$ cat src/rtl/sd_pkg.sv
// Shared definitions for the sigma-delta interface: line modes, phase width,
// bit-period arithmetic and the per-mode line level mapping.
package sd_pkg;

  localparam int unsigned SD_PH_W  = 6;
  localparam int unsigned SD_DIV_W = 4;
  localparam int unsigned SD_T_W   = SD_PH_W + 1;

  typedef enum logic [1:0] {
    SD_MODE_CLK   = 2'b00,
    SD_MODE_CLKN  = 2'b01,
    SD_MODE_MANCH = 2'b10,
    SD_MODE_DIV   = 2'b11
  } sd_mode_e;

  typedef struct packed {
    logic dsd;
    logic sdclk;
  } sd_line_t;

  // Bit period in SYSCLK cycles: T = 4*(div+1), range 4..64.
  function automatic logic [SD_T_W-1:0] sd_period(input logic [SD_DIV_W-1:0] div);
    return SD_T_W'((SD_T_W'(div) + SD_T_W'(1)) << 2);
  endfunction

  // Line levels for one half of a bit period.
  function automatic sd_line_t sd_level(input sd_mode_e mode, input logic bit_v,
                                        input logic second);
    sd_line_t lvl;
    lvl.dsd   = bit_v;
    lvl.sdclk = 1'b0;
    case (mode)
      SD_MODE_CLK:   lvl.sdclk = second;
      SD_MODE_CLKN:  lvl.sdclk = ~second;
      SD_MODE_MANCH: lvl.dsd   = second ? bit_v : ~bit_v;
      default:       lvl.dsd   = bit_v;
    endcase
    return lvl;
  endfunction

endpackage

$ cat src/rtl/sd_ocu_phase.sv
// Bit-period sequencer: phase counter, period/half boundary strobes and the
// shadow mode/divider registers that only change at bit boundaries.
module sd_ocu_phase
  import sd_pkg::*;
(
  input  logic                clk,
  input  logic                rst,
  input  logic                en,
  input  logic [1:0]          outmode,
  input  logic [SD_DIV_W-1:0] clkdiv,
  output sd_mode_e            mode,
  output logic                period_start_c,
  output logic                half_start_c,
  output logic                stop_c
);

  typedef enum logic {
    PH_IDLE = 1'b0,
    PH_RUN  = 1'b1
  } ph_state_e;

  ph_state_e            state_q, state_d;
  logic [SD_PH_W-1:0]   ph_q, ph_d;
  logic [SD_DIV_W-1:0]  div_q;
  logic [SD_T_W-1:0]    period;
  logic [SD_PH_W-1:0]   last_ph;
  logic [SD_PH_W-1:0]   half_last_ph;

  // Boundary compares use the shadow divider of the period in flight.
  assign period       = sd_period(div_q);
  assign last_ph      = SD_PH_W'(period - SD_T_W'(1));
  assign half_last_ph = SD_PH_W'((period >> 1) - SD_T_W'(1));

  always_ff @(posedge clk) begin
    if (rst) begin
      state_q <= PH_IDLE;
      ph_q    <= '0;
      mode    <= SD_MODE_CLK;
      div_q   <= '0;
    end else begin
      state_q <= state_d;
      ph_q    <= ph_d;
      if (period_start_c) begin
        mode  <= sd_mode_e'(outmode);
        div_q <= clkdiv;
      end
    end
  end

  always_comb begin
    state_d        = state_q;
    ph_d           = ph_q;
    period_start_c = 1'b0;
    half_start_c   = 1'b0;
    stop_c         = 1'b0;
    case (state_q)
      PH_IDLE: begin
        ph_d = '0;
        if (en) begin
          state_d        = PH_RUN;
          period_start_c = 1'b1;
        end
      end
      PH_RUN: begin
        if (!en) begin
          state_d = PH_IDLE;
          ph_d    = '0;
          stop_c  = 1'b1;
        end else if (ph_q == last_ph) begin
          ph_d           = '0;
          period_start_c = 1'b1;
        end else begin
          ph_d         = ph_q + SD_PH_W'(1);
          half_start_c = (ph_q == half_last_ph);
        end
      end
      default: begin
        state_d = PH_IDLE;
        ph_d    = '0;
      end
    endcase
  end

endmodule

$ cat src/rtl/sd_ocu.sv
// Sigma-delta output control unit: 1-entry holding buffer, underrun tracking
// and line encoding onto DSDOUT/SDCLKOUT for the four line modes.
module sd_ocu
  import sd_pkg::*;
(
  input  logic                SYSCLK,
  input  logic                SYSRST,
  input  logic                reg_en,
  input  logic [1:0]          reg_outmode,
  input  logic [SD_DIV_W-1:0] reg_clkdiv,
  input  logic                tx_bit,
  input  logic                tx_valid,
  output logic                tx_ready,
  input  logic                underrun_clr,
  output logic                bit_strb,
  output logic                underrun,
  output logic                DSDOUT,
  output logic                SDCLKOUT
);

  sd_mode_e mode_sh;
  logic     period_start_c;
  logic     half_start_c;
  logic     stop_c;
  logic     buf_valid;
  logic     buf_bit;
  logic     cur_bit;
  logic     next_bit_c;
  sd_line_t first_c;
  sd_line_t second_c;

  sd_ocu_phase u_phase (
    .clk            (SYSCLK),
    .rst            (SYSRST),
    .en             (reg_en),
    .outmode        (reg_outmode),
    .clkdiv         (reg_clkdiv),
    .mode           (mode_sh),
    .period_start_c (period_start_c),
    .half_start_c   (half_start_c),
    .stop_c         (stop_c)
  );

  assign tx_ready = !buf_valid;

  // Empty buffer at a period start sends the complement, keeping the stream midscale.
  assign next_bit_c = buf_valid ? buf_bit : ~cur_bit;

  // First-half levels use the mode being latched into the shadow on this edge.
  assign first_c  = sd_level(sd_mode_e'(reg_outmode), next_bit_c, 1'b0);
  assign second_c = sd_level(mode_sh, cur_bit, 1'b1);

  always_ff @(posedge SYSCLK) begin
    if (SYSRST) begin
      buf_valid <= 1'b0;
      buf_bit   <= 1'b0;
      cur_bit   <= 1'b0;
      bit_strb  <= 1'b0;
      underrun  <= 1'b0;
      DSDOUT    <= 1'b0;
      SDCLKOUT  <= 1'b0;
    end else begin
      bit_strb <= period_start_c;

      if (period_start_c) begin
        cur_bit  <= next_bit_c;
        DSDOUT   <= first_c.dsd;
        SDCLKOUT <= first_c.sdclk;
      end else if (half_start_c) begin
        DSDOUT   <= second_c.dsd;
        SDCLKOUT <= second_c.sdclk;
      end else if (stop_c) begin
        DSDOUT   <= 1'b0;
        SDCLKOUT <= 1'b0;
      end

      // No bypass: an accept on a period-start edge only fills the buffer.
      if (period_start_c && buf_valid) begin
        buf_valid <= 1'b0;
      end else if (tx_valid && !buf_valid) begin
        buf_valid <= 1'b1;
        buf_bit   <= tx_bit;
      end

      // A new underrun outranks a simultaneous clear.
      if (period_start_c && !buf_valid) begin
        underrun <= 1'b1;
      end else if (underrun_clr) begin
        underrun <= 1'b0;
      end
    end
  end

endmodule

$ cat config.mk
export PLATFORM = sky130hd
export DESIGN_NAME = sd_ocu
export DESIGN_NICKNAME = d
export VERILOG_FILES = /design/src/rtl/sd_pkg.sv /design/src/rtl/sd_ocu_phase.sv /design/src/rtl/sd_ocu.sv
export SDC_FILE = /design/constraint.sdc
export NUM_CORES = 1
export LEC_CHECK = 0
export ABC_AREA = 1
export ABC_CLOCK_PERIOD_IN_PS = 2500
export BUFFER_PORTS_ARGS = -buffer_cell sky130_fd_sc_hd__buf_2
export CAP_MARGIN = 20
export CORE_MARGIN = 2
export CORE_UTILIZATION = 50
export CTS_CLUSTER_SIZE = 10
export DETAILED_ROUTE_END_ITERATION = 16
export HOLD_SLACK_MARGIN = 0.06
export PLACE_DENSITY = 0.71
export SYNTH_ARGS = -nofsm -noshare
export SYNTH_HDL_FRONTEND = slang
export SYNTH_SLANG_ARGS = --single-unit
$ cat constraint.sdc
create_clock -name SYSCLK -period 2.5 [get_ports SYSCLK]
set_clock_uncertainty 0.2 [all_clocks]
set_input_delay 0.5 -clock SYSCLK [delete_from_list [all_inputs] [get_ports SYSCLK]]
set_output_delay 0.5 -clock SYSCLK [all_outputs]
set_load 0.02 [all_outputs]
==> results.cfg <==
[run_status]
outcome = complete, no violations

[power]
vdd_ir_drop_max_uv = 452
p_leak_nw = 0.663
p_per_area_mw_per_mm2 = 505

[place]
dp_slack_ps = 215
gp_congestion = 0.853
hpwl_um = 2070
port_buffers = 16

[timing]
finalSetupViolations = 0
finalCriticalPeriod_ps = 2240
layout_setup_ws_ps = 262
maxSlewHeadroom_pct = 78.9
worst_pin_slew_ps = 313
grt_setup_unrepaired = false
slew_viol_final = 0
finalCritPeriodShare_pct = 89.5
finalSetupTns_ps = 0
hold_viol_final = 0
max_freq_ghz = 0.447

[clock_tree]
hold_buffers = 0
cts.htree.levels = 1
clockBufferDepth = 2
cts_buffers = 3
cts_post_setup_buffers_inserted = 0
clk_pin_slew_ps = 120
numClockSinks = 20
clk_latency_ps = 310
cts.repair.resized = 0
clockRootBuffer = clkbuf_4
cts_tree = built

[global_route]
gr-total-overflow = 0
grt_pass1_wl_um = 4640
grt_usage_pct = 22.1
antenna_found_initial = 0
grt_max_degree = 16
grt_pass1_vias = 1162

[synthesis]
synth_top_family_by_area = simple AND/OR/NAND/NOR gates
yosys.area_share.simple_pct = 43.6
synth.avg_cell_area_um2 = 6.38
synth_xor_area_share_pct = 2.89
synth_ff_type = dfxtp_1
syn_nets = 205
async_reset_ff_share_pct = 0
synthAdderAreaFrac_pct = 3.10
syn_area_mm2 = 0.00121
syn_inst = 190
synth.yosys.seq_area_share_pct = 33.0
synth_edf_count = 0
yosysWarnings = 0
synth-compound-area-share_pct = 7.53
synth_seq_cells = 20
synth.distinct_cells = 22
synth_mux_area_share_pct = 0

[detailed_routing]
drc = 0
wire_per_inst_um = 11.0
vias = 1196
ant_nets = 0
wirelength_um = 2610
dr.first_iter.drc_count = 34
drtPass1Iterations = 4
routed_via_density = 5.05

[floorplanning]
core_area_mm2 = 0.00225
die_area_mm2 = 0.00283
ios = 17
rows = 17
die_h_um = 53.2
start_util_pct = 53.8
fp.dieW_um = 53.2

[cells_and_area]
syn_to_final_growth_pct = 11.7
insertedDiodeCount = 0
nets = 225
layout-drive-gt1-share_pct = 18.7
post-route-util_pct = 60.0

[worst_setup_path]
worstSetupStartpointType = flip-flop
reg2regPathDepth = 15
crit_fanout = 6
cp.arrival_ps = 2260
crit_path_end_kind = flip-flop
critical_path_required_ps = 2520
criticalPathCategory = reg -> reg

[job]
maxCapViolations = 0

[min_path]
hold_path.class = in -> reg
holdPathStages = 2
-- area by class of cell --
type | count | area, µm²
tap | 28 | 35.0
fill | 234 | 901
inverter | 29 | 109
sequential | 20 | 402
timing repair buffer | 16 | 80.1
clock buffer | 4 | 36.3
multi-input combinational | 140 | 692
-- power by group --
part           leakage (nW)  switching [mW]  internal [mW]  total [mW]
Combinational         0.477          0.0844         0.0470       0.131
Clock                0.0210           0.110         0.0890       0.199
Sequential            0.165          0.0167          0.337       0.353
Total                 0.663           0.211          0.473       0.684
-- registers in the layout, indices dropped and copies added (netlist names) --
| signal | count |
|---|---|
| buf_valid | 1 |
| underrun | 1 |
| u_phase.state_q | 1 |
| u_phase.ph_q | 6 |
| u_phase.mode | 2 |
| u_phase.div_q | 4 |
| cur_bit | 1 |
| bit_strb | 1 |
| SDCLKOUT | 1 |
| buf_bit | 1 |
| DSDOUT | 1 |
-- logic make-up after synthesis --
family / Yosys count
AOI/OAI and AO/OA: 17
xor gates and xnor gates: 4
adders and majority gates: 3
buffers and inverters: 30
DFF: 20
and+or+nand+nor: 116
-- layout by cell type (no fill, tap or decap) --
cell / netlist / layout
o31ai_1: 1 / 1
dfxtp_2: 0 / 1
clkbuf_4: 0 / 3
ha_1: 3 / 3
o21ai_1: 6 / 6
a21oi_2: 1 / 1
xor2_1: 3 / 3
dfxtp_1: 20 / 19
nand4_1: 4 / 4
inv_2: 4 / 4
xnor2_1: 1 / 1
clkbuf_8: 0 / 1
nor3b_2: 1 / 1
nand2_4: 1 / 1
a21oi_1: 6 / 6
nor2_1: 31 / 31
inv_1: 25 / 25
buf_2: 0 / 16
nand3_2: 4 / 4
o21ai_0: 3 / 3
nand2_1: 49 / 49
nor2_2: 1 / 1
nand3_1: 19 / 19
nand2_2: 5 / 5
or2_2: 1 / 1
-- Yosys cell counts (all sizes together) (3+ instances only) --
cell type	n	area (µm²)
o21ai	9	45.0
xor2	3	26.3
nand3	23	135
inv	29	109
dfxtp	20	400
nand4	4	25.0
ha	3	37.5
nor2	32	123
a21oi	7	38.8
nand2	55	226
-- final timing paths --
check | startpoint | slack [ps] | endpoint
min reg2reg | underrun | 270 | underrun
min | underrun_clr | 170 | underrun
max reg2reg | u_phase.div_q[1] | 260 | DSDOUT
max | u_phase.div_q[1] | 260 | DSDOUT
-- per-stage QoR --
| step | power (mW) | cells | hold slack [ps] | area [µm²] |
|---|---|---|---|---|
| floorplan | 0.454 | 190 | 230 | 1210 |
| global placement | 0.486 | 233 | 249 | 1320 |
| detailed placement | 0.491 | 233 | 254 | 1320 |
| CTS | 0.684 | 237 | 169 | 1350 |
| global route | 0.717 | 237 | 172 | 1350 |
| finish | 0.684 | 237 | 170 | 1350 |
-- critical path: stages, from the launching register on --
cell and delay [ps]:
dfxtp_1 450, ha_1 290, inv_1 80, nand2_1 60, inv_1 70, nand2_2 70, inv_2 60, nand2_1 70
nand3_1 80, nand3_1 80, nor2_1 240, inv_1 70, nor2_1 110, nor2_1 70, nor2_1 100, nor2_1 50
-- routing by layer --
layer	vias to the layer above	GRT usage, %	share of wire, %
li1	637	-	-
met1	537	27.1	49
met2	18	39.1	46
met3	4	3.67	3.0
met4	0	6.41	1.0
met5	-	0	0
Power figures use the tool's default switching activity.
